### config.mk
export PLATFORM = sky130hd
export DESIGN_NAME = cnn_seq
export DESIGN_NICKNAME = d
export VERILOG_FILES = /design/src/rtl/cnn_seq.sv
export SDC_FILE = /design/constraint.sdc
export NUM_CORES = 1
export LEC_CHECK = 0
export BUFFER_PORTS_ARGS = -buffer_cell sky130_fd_sc_hd__buf_2
export CORE_MARGIN = 4
export CORE_UTILIZATION = 40
export CTS_BUF_LIST = sky130_fd_sc_hd__clkbuf_8
export CTS_CLUSTER_DIAMETER = 60
export DETAILED_ROUTE_END_ITERATION = 12
export GPL_TIMING_DRIVEN = 0
export PLACE_DENSITY_LB_ADDON = 0.12
export SLEW_MARGIN = 20
export SYNTH_ARGS = -nofsm -noshare
export SYNTH_HDL_FRONTEND = slang
export SYNTH_SLANG_ARGS = --single-unit
### constraint.sdc
create_clock -name clk -period 3.75 [get_ports clk]
set_clock_uncertainty 0.15 [all_clocks]
set_input_delay 0 -clock clk [delete_from_list [all_inputs] [get_ports clk]]
set_output_delay 0 -clock clk [all_outputs]
set_load 0.02 [all_outputs]
### src/rtl/cnn_seq.sv
// cnn_seq: inference sequencer for the CNN pipeline.
// Starts each layer in turn, watchdogs it, ships the digit over UART.
module cnn_seq #(
    parameter int NUM_LAYERS = 5,
    parameter int TIMEOUT    = 1 << 20,
    parameter int CNT_W      = 8
) (
    input  logic                  clk,
    input  logic                  rst,
    input  logic                  img_rdy,
    output logic                  img_ack,
    output logic [NUM_LAYERS-1:0] l_strt,
    input  logic [NUM_LAYERS-1:0] l_done,
    input  logic [3:0]            res_digit,
    output logic                  trmt,
    output logic [7:0]            tx_data,
    input  logic                  tx_done,
    output logic                  busy,
    output logic                  err,
    output logic [CNT_W-1:0]      frame_cnt
);

    localparam int IW = (NUM_LAYERS > 1) ? $clog2(NUM_LAYERS) : 1;
    localparam int TW = (TIMEOUT > 2) ? $clog2(TIMEOUT) : 1;

    localparam logic [2:0] S_IDLE  = 3'd0;
    localparam logic [2:0] S_START = 3'd1;
    localparam logic [2:0] S_WAIT  = 3'd2;
    localparam logic [2:0] S_SEND  = 3'd3;
    localparam logic [2:0] S_TXW   = 3'd4;
    localparam logic [2:0] S_ACK   = 3'd5;

    localparam logic [IW-1:0] LAST  = IW'(NUM_LAYERS - 1);
    localparam logic [TW-1:0] TLAST = TW'(TIMEOUT - 1);

    logic [2:0]            state_q, state_d;
    logic [IW-1:0]         idx_q, idx_d;
    logic [TW-1:0]         tcnt_q, tcnt_d;
    logic [CNT_W-1:0]      frame_q, frame_d;
    logic [7:0]            tx_q, tx_d;
    logic [NUM_LAYERS-1:0] strt_q, strt_d;
    logic                  err_q, err_d;
    logic                  ack_q, ack_d;
    logic                  trmt_q, trmt_d;
    logic                  busy_q, busy_d;

    // Next-state logic; every output pulse is decided on the edge that
    // enters its state, so all outputs come straight from flops.
    always_comb begin
        state_d = state_q;
        idx_d   = idx_q;
        tcnt_d  = tcnt_q;
        frame_d = frame_q;
        tx_d    = tx_q;
        err_d   = err_q;
        strt_d  = '0;
        ack_d   = 1'b0;
        trmt_d  = 1'b0;
        unique case (state_q)
            S_IDLE: begin
                if (img_rdy) begin
                    idx_d   = '0;
                    strt_d  = NUM_LAYERS'(1);
                    state_d = S_START;
                end
            end
            S_START: begin
                tcnt_d  = '0;
                state_d = S_WAIT;
            end
            S_WAIT: begin
                if (l_done[idx_q]) begin
                    if (idx_q != LAST) begin
                        idx_d   = idx_q + 1'b1;
                        strt_d  = NUM_LAYERS'(1) << idx_d;
                        state_d = S_START;
                    end else begin
                        if (res_digit <= 4'd9) begin
                            tx_d = {4'h0, res_digit};
                        end else begin
                            tx_d  = 8'hFE;
                            err_d = 1'b1;
                        end
                        trmt_d  = 1'b1;
                        state_d = S_SEND;
                    end
                end else if (tcnt_q == TLAST) begin
                    // Error byte shows first; the strobe follows a cycle later.
                    tx_d    = 8'hFF;
                    err_d   = 1'b1;
                    state_d = S_SEND;
                end else begin
                    tcnt_d = tcnt_q + 1'b1;
                end
            end
            S_SEND: begin
                if (trmt_q) begin
                    state_d = S_TXW;
                end else begin
                    trmt_d = 1'b1;
                end
            end
            S_TXW: begin
                if (tx_done) begin
                    ack_d   = 1'b1;
                    frame_d = frame_q + 1'b1;
                    state_d = S_ACK;
                end
            end
            S_ACK: begin
                state_d = S_IDLE;
            end
            default: begin
                state_d = S_IDLE;
            end
        endcase
        busy_d = (state_d != S_IDLE);
    end

    // State and registered outputs, synchronous reset.
    always_ff @(posedge clk) begin
        if (rst) begin
            state_q <= S_IDLE;
            idx_q   <= '0;
            tcnt_q  <= '0;
            frame_q <= '0;
            tx_q    <= 8'h00;
            strt_q  <= '0;
            err_q   <= 1'b0;
            ack_q   <= 1'b0;
            trmt_q  <= 1'b0;
            busy_q  <= 1'b0;
        end else begin
            state_q <= state_d;
            idx_q   <= idx_d;
            tcnt_q  <= tcnt_d;
            frame_q <= frame_d;
            tx_q    <= tx_d;
            strt_q  <= strt_d;
            err_q   <= err_d;
            ack_q   <= ack_d;
            trmt_q  <= trmt_d;
            busy_q  <= busy_d;
        end
    end

    assign img_ack   = ack_q;
    assign l_strt    = strt_q;
    assign trmt      = trmt_q;
    assign tx_data   = tx_q;
    assign busy      = busy_q;
    assign err       = err_q;
    assign frame_cnt = frame_q;

endmodule

==> results by group, run 1 <==
Worst setup path
  • Flop2flop setup slack: 1.24 ns
  • Worst Setup End Kind: register
  • Kind of critical path: register to register
  • Crit-path most repeated cell: clkbuf_1
  • Critical path peak fanout: 10
  • Critical Path Start Type: register
  • Data arrival, critical path: 2.54 ns
  • Slowest cell on crit path: nor3b_1
  • CP required: 3.78 ns
  • Worst path cell trace: clkbuf_1, nor3b_1, nor2_1, clkbuf_1, nand2_1, mux2i_1
  • Bufs and invs on worst path: 2
  • Crit-path leading delay family: simple AND/OR/NAND/NOR gates
  • Largest stage delay, worst path: 0.83 ns

Global route
  • GRT Overall Usage: 0.148
  • Met3 Usage GRT: 0.0263
  • GR Layer Usage met2: 0.243
  • Number of global-route vias before repair: 1932
  • Gr ovfl total: 0
  • Initial antenna violation count: 0
  • Largest net degree at the start of global routing: 16
  • GR peak layer: met2
  • Global-route wire length before repair: 9140 µm
  • Met1 Usage GRT: 0.195

Hold path
  • Worst hold path class: primary input to register

Clock network
  • Gates resized, CTS repair: 0
  • CTS tree: yes
  • TritonCTS Buffers: 5
  • CTS Sinks: 48
  • CTS root buf: clkbuf_8
  • Clock latency on the worst-skew pair: 0.31 ns
  • Setup Fix Bufs, Post-CTS: 0
  • Clock Path Buffers: 2
  • H-tree levels: 2
  • CTS clock-pin slew for the worst setup and hold paths: 0.10 ns

Timing
  • Final count of pins violating max slew: 0
  • Period utilization: 0.668
  • Unrepaired setup endpoints after global routing: no
  • Worst slew pin tran: 0.963 ns
  • Max-slew headroom: 0.357
  • Setup_tns: 0 ns
  • Period minus WS final: 2.51 ns
  • FMAX: 399 MHz
  • Setup violators final: 0
  • Worst Slack Setup Final: 1.24 ns
  • Final hold vios: 0

Power
  • Pwr Density: 340 nW/µm²
  • Total leakage power: 1.23 nW
  • Peak VDD IR: 157 µV

Detailed routing
  • WL final: 5480 µm
  • Antenna Nets Post-Route: 0
  • Drt pass-1 iters: 4
  • DR vias/cell: 5.33
  • Routed vias: 2184
  • Mean routed wirelength per cell: 13.4 µm
  • DRC viols: 0
  • 1st-iter DRT viols: 72

Logic synthesis
  • Netlist cell types: 51
  • Async S/R FF share, synth: 0
  • Syn_nets: 306
  • Register area share after synthesis: 0.378
  • Synth Cell Area: 2540 µm²
  • Post-Synthesis Cells: 285
  • Avg Cell Area, Syn: 8.91 µm²
  • Most used flip-flop cell after synthesis: dfxtp_1
  • Synth Warn #: 0
  • Synthesized flop and latch total: 48
  • EDFF count, synth: 0

Floorplan
  • Io pins: 38
  • Row cnt: 28
  • Die area: 7690 µm²
  • Die Y: 87.7 µm
  • Die width: 87.7 µm
  • Core ar.: 6030 µm²
  • Starting Density: 0.422

Placement
  • Port bufs: 36
  • Placer Congestion: 0.806
  • Post-DP HPWL: 4000 µm
  • Dpl ws: 1.26 ns

Final layout
  • Synth-to-layout area growth: 17.9%
  • # diodes: 0
  • Final #Nets: 355
  • Fraction of layout instances using a drive strength above 1: 0.191

Run
  • Max Cap Viol: 0

Outcome
  • Status: complete, no violations
-- per-stage QoR --
step	hold WS (ns)	power, mW	std cells	area [µm²]	util
floorplan	0.000847	0.595	285	2540	-
CTS	0.168	1.03	410	3000	0.497
finish	0.182	1.02	410	3000	0.497
global placement	0.118	0.623	396	2810	0.467
detailed placement	0.126	0.624	396	2810	0.467
global route	0.199	1.06	410	3000	0.497
-- cells in the mapped netlist, types with 2 or more instances --
| master | instances | share of area |
|---|---|---|
| mux2_2 | 2 | 0.0089 |
| nor3_1 | 2 | 0.0039 |
| a221oi_1 | 3 | 0.010 |
| xnor2_1 | 2 | 0.0069 |
| dfxtp_1 | 48 | 0.38 |
| ha_1 | 8 | 0.039 |
| clkbuf_1 | 12 | 0.018 |
| o21ai_1 | 3 | 0.0059 |
| o2111ai_1 | 7 | 0.024 |
| buf_6 | 2 | 0.0089 |
| inv_1 | 19 | 0.028 |
| nand4b_1 | 2 | 0.0069 |
| a2111o_1 | 5 | 0.022 |
| o21ai_0 | 3 | 0.0059 |
| buf_4 | 3 | 0.0089 |
| nand3_1 | 11 | 0.022 |
| and4_1 | 5 | 0.017 |
| nand3b_1 | 4 | 0.012 |
| mux2i_1 | 14 | 0.055 |
| a2111oi_2 | 2 | 0.012 |
| a211oi_1 | 8 | 0.024 |
| or3_1 | 8 | 0.020 |
| xor2_1 | 5 | 0.017 |
| nor4_1 | 3 | 0.0074 |
| nor3b_1 | 2 | 0.0059 |
| nand2_1 | 36 | 0.053 |
| o211ai_2 | 2 | 0.0099 |
| nor2_1 | 25 | 0.037 |
| and3_1 | 3 | 0.0074 |
| nand4_1 | 7 | 0.017 |
| a21oi_1 | 9 | 0.018 |
-- what timing repair did --
| item | in CTS | in global routing |
|---|---|---|
| endpoints found under the setup margin | 0 | 0 |
| hold buffers | 6 | 0 |
| hold endpoints to repair | 9 | 0 |
-- state kept, by name, summed over array words and instances (netlist names) --
name and count:
idx_q 3, trmt 1, tcnt_q 20, state_q 3, tx_data 5, busy 1, err 1, img_ack 1
l_strt 5, frame_cnt 8
-- worst reg2reg max path, delay by kind of cell, from the launching register on --
family | cells | cell delay [ns]
buffers and inverters | 2 | 0.54
multiplexers | 1 | 0.07
AND/OR/NAND/NOR | 3 | 1.30
flip-flops | 1 | 0.31
-- routing by layer --
metal  part of all wire  up-vias  routed length (µm)
li1                   -     1133                   -
met1               0.49     1002                2670
met2               0.46       45                2510
met3              0.045        4                 244
met4             0.0093        0                  51
met5                  0        -                   0
-- cells in the final DEF, fill, tap and decap left out, drive strengths merged, types with 4 or more instances in the layout --
| cell | n |
|---|---|
| dfxtp | 48 |
| buf | 41 |
| nand2 | 36 |
| nor2 | 25 |
| inv | 19 |
| clkbuf | 18 |
| mux2i | 15 |
| nand3 | 11 |
| a21oi | 9 |
| a211oi | 8 |
| or3 | 8 |
| ha | 8 |
| nand4 | 8 |
| o2111ai | 8 |
| o21ai | 7 |
| dlygate4sd3 | 6 |
| and4 | 5 |
| a2111o | 5 |
| xor2 | 5 |
| nand3b | 4 |
-- area by class of cell --
cell class | instances | area [µm²]
fillers | 611 | 3030
multi-input cells | 200 | 1410
flip-flops and latches | 48 | 961
repair buffers | 42 | 240
well taps | 75 | 93.8
plain buffers | 17 | 90.1
clock buffers | 6 | 82.6
inverters | 20 | 75.1
clock inverters | 2 | 38.8
-- power breakdown --
part | switching, mW | leakage (nW) | internal (mW)
logic | 0.0633 | 0.782 | 0.0350
clock network | 0.183 | 0.0614 | 0.218
registers | 0.00349 | 0.387 | 0.514
total | 0.250 | 1.23 | 0.767
-- logic make-up (layout without fill, tap and decap cells) --
logic type,count (synthesis),after routing,synth area share
and+or+nand+nor,116,116,0.241
AOI/OAI and AO/OA,51,51,0.170
DFF,48,48,0.378
buffers and inverters,37,87,0.0650
muxes,18,18,0.0818
adders and majority gates,8,8,0.0394
xor gates and xnor gates,7,7,0.0241
-- final timing paths --
path | cells past startpoint | endpoint | start
min | 5 | trmt | l_done[4]
max | 6 | tcnt_q[14] | state_q[1]
max reg2reg | 6 | tcnt_q[14] | state_q[1]
min reg2reg | 2 | err | err
Note: power is estimated with default switching activity, not from simulation.
==> inputs of run 2 (changes only) <==
--- a/config.mk
+++ b/config.mk
@@ -5,6 +5,7 @@
 export SDC_FILE = /design/constraint.sdc
 export NUM_CORES = 1
 export LEC_CHECK = 0
+export ABC_AREA = 1
 export BUFFER_PORTS_ARGS = -buffer_cell sky130_fd_sc_hd__buf_2
 export CORE_MARGIN = 4
 export CORE_UTILIZATION = 40
==> constraint.sdc (replaced) <==
create_clock -name clk -period 2.4 [get_ports clk]
set_clock_uncertainty 0.15 [all_clocks]
set_input_delay 0 -clock clk [delete_from_list [all_inputs] [get_ports clk]]
set_output_delay 0 -clock clk [all_outputs]
set_load 0.02 [all_outputs]
==> run 2 against run 1 <==
  * Global-route usage increased by 1.9 points
  * Flip-flop and latch count unchanged
  * Synthesized cell count increased by 52%
  * Critical endpoint is now tx_data[3]
  * Largest cell class unchanged
  * Highest routed layer unchanged
==> results by group, run 2 <==
Outcome
  • Status: complete, no violations

Detailed routing
  • Met3 wire length: 223 µm
  • Mean routed wirelength per cell: 12.0 µm
  • DR vias/cell: 4.89
  • Met2 WL: 3210 µm
  • Highest Signal Layer: met4
  • Drt pass-1 iters: 4
  • DRC viols: 0
  • Routed vias: 2757
  • WL final: 6780 µm
  • 1st-iter DRT viols: 101
  • Antenna Nets Post-Route: 0
  • M1 WL: 3220 µm

Final layout
  • Synth-to-layout area growth: 17.2%
  • # diodes: 0
  • Area of the multi-input gates: 1540 µm²
  • Storage element area: 961 µm²
  • Post-Layout Cell Count: 564
  • Fill cells: 711
  • Number of flip-flops in the largest register: 20
  • Most frequent cells in the layout: nand2_1 (119), nor2_1 (72), dfxtp_1 (48), inv_1 (47), buf_2 (38)
  • Final Util: 0.480
  • Top reg by flops: tcnt_q
  • Final #Nets: 504
  • Fraction of layout instances using a drive strength above 1: 0.149
  • Most common cell after layout, fill and taps aside: nand2_1
  • Fin area: 3240 µm²

Clock network
  • CTS clock-pin slew for the worst setup and hold paths: 0.10 ns
  • CTS root buf: clkbuf_8
  • CTS Sinks: 48
  • Clock Path Buffers: 2
  • CTS tree: yes
  • H-tree levels: 2
  • TritonCTS Buffers: 5
  • Clock latency on the worst-skew pair: 0.31 ns

Worst setup path
  • Reg2reg path depth: 8
  • Data arrival, critical path: 2.28 ns
  • Critical Path Start Type: register
  • Flop2flop setup slack: 0.18 ns
  • Worst Setup End Kind: register
  • Critical path peak fanout: 10
  • Kind of critical path: register to register
  • Crit-path most repeated cell: nand2_1
  • CP required: 2.45 ns
  • R2r endpoint: tx_data[3]
  • Largest stage delay, worst path: 0.55 ns
  • CP Launch Point: state_q[2]
  • Worst setup endpoint: tx_data[3]
  • Worst path cell trace: nor2_1, nand2_1, inv_1, clkbuf_4, nand4_1, nand2_1, dlygate4sd3_1, a21oi_1
  • Reg-to-reg startpoint: state_q[2]
  • Slowest cell on crit path: dlygate4sd3_1

Logic synthesis
  • Post-synth top area share: 0.347
  • Synth Warn #: 0
  • Post-Synthesis Cells: 432
  • Area leader, netlist: dfxtp_1
  • EDFF count, synth: 0
  • Top-count cell post-synth: nand2_1
  • Register area share after synthesis: 0.347
  • Synth cell count leaders: nand2_1 (119), nor2_1 (72), dfxtp_1 (48), inv_1 (47), a21oi_1 (34)
  • Synth Cell Area: 2770 µm²
  • Syn_nets: 453
  • Top post-synthesis cells by area: dfxtp_1 (35%), nand2_1 (16%), nor2_1 (9.8%)
  • Synthesized flop and latch total: 48
  • Netlist cell types: 28
  • Async S/R FF share, synth: 0
  • Most used flip-flop cell after synthesis: dfxtp_1
  • Avg Cell Area, Syn: 6.41 µm²

Placement
  • Post-DP HPWL: 5120 µm
  • Dpl cell area: 3050 µm²
  • Port bufs: 37
  • DP Cell Count: 549
  • Placer Congestion: 0.889

Floorplan
  • Die Y: 91.2 µm
  • Die width: 91.2 µm
  • Starting Density: 0.410
  • Io pins: 38
  • Die area: 8320 µm²
  • Row cnt: 30
  • Core ar.: 6760 µm²

Global route
  • Gr ovfl total: 0
  • Number of global-route vias before repair: 2432
  • Largest net degree at the start of global routing: 17
  • Global-route wire length before repair: 11400 µm
  • Initial antenna violation count: 0
  • GRT Overall Usage: 0.167

Timing
  • Final count of pins violating max slew: 0
  • Period utilization: 0.926
  • Period minus WS final: 2.22 ns
  • Unrepaired setup endpoints after global routing: no
  • Final hold vios: 0
  • FMAX: 450 MHz
  • Max-slew headroom: 0.599
  • Setup_tns: 0 ns
  • Worst slew pin tran: 0.601 ns
  • Setup violators final: 0

Power
  • Power Internal: 1.32 mW
  • Total power: 2.03 mW
  • Net switching power: 710 µW
  • Pwr Density: 627 nW/µm²
  • Sequential share of power: 0.436
  • Clock share of power: 0.302
  • Total leakage power: 1.36 nW
  • Switching share of power: 0.349
  • Logic pwr share: 0.262
  • Peak VDD IR: 297 µV

Hold path
  • Min-delay src: res_digit[3]
  • Worst hold path class: primary input to register

Run
  • Max Cap Viol: 0
[run 2: worst min-delay path by stage]
stage | endpoint | cells past startpoint | slack (ns)
after floorplan | frame_cnt[2] | 3 | 0.02
after global routing | tx_data[1] | 6 | 0.17
after global placement | tx_data[0] | 5 | 0.19
final | tx_data[0] | 8 | 0.11
after CTS | tx_data[0] | 8 | 0.11
after detailed placement | tx_data[0] | 5 | 0.18
[run 2: cells by family after synthesis]
kind of cell | synth area share
simple gates | 0.394
buf+inv | 0.0985
compound gates | 0.0963
flops | 0.347
xor+xnor | 0.0285
fa+ha+maj | 0.0362
[run 2: layout make-up]
type / instances / share of cell area
multi-input cells: 320 / 0.474
flip-flops and latches: 48 / 0.296
repair buffers: 44 / 0.0787
inverters: 50 / 0.0578
well taps: 80 / 0.0309
plain buffers: 14 / 0.0270
clock buffers: 5 / 0.0212
clock inverters: 3 / 0.0143
[run 2: routing by layer]
metal | global-route usage | vias up
met2 | 0.280 | 43
met4 | 0.0616 | 0
met1 | 0.213 | 1240
li1 | - | 1463
met3 | 0.0282 | 11
met5 | 0 | -
[run 2: per-stage QoR]
step / worst slack [ns] / hold slack (ns)
finish: 0.178 / 0.110
global placement: 0.192 / 0.190
CTS: 0.145 / 0.106
detailed placement: 0.175 / 0.182
global route: 0.0181 / 0.169
floorplan: 0.611 / 0.0250
[run 2: power by group through the flow]
| stage | clock (mW) | combinational, mW | sequential [mW] |
|---|---|---|---|
| global route | 0.660 | 0.602 | 0.895 |
| floorplan | 0 | 0.368 | 0.914 |
| CTS | 0.637 | 0.534 | 0.887 |
| finish | 0.614 | 0.532 | 0.887 |
| global placement | 0 | 0.518 | 0.904 |
| detailed placement | 0 | 0.523 | 0.906 |
[run 2: worst max-delay path: cells and delay by family (launching register included)]
| kind | cells | cell delay, ns |
|---|---|---|
| buffers and inverters | 3 | 0.99 |
| AO/OA/AOI/OAI | 1 | 0.04 |
| flip-flops | 1 | 0.36 |
| AND/OR/NAND/NOR | 4 | 0.58 |
[run 2: what timing repair did]
| item | CTS | global route |
|---|---|---|
| endpoints found under the setup margin | 0 | 6 |
| hold buffers | 7 | 0 |
| buffers inserted | 0 | 0 |
| gates resized for setup | 0 | 2 |
| endpoints found under the hold margin | 14 | 0 |
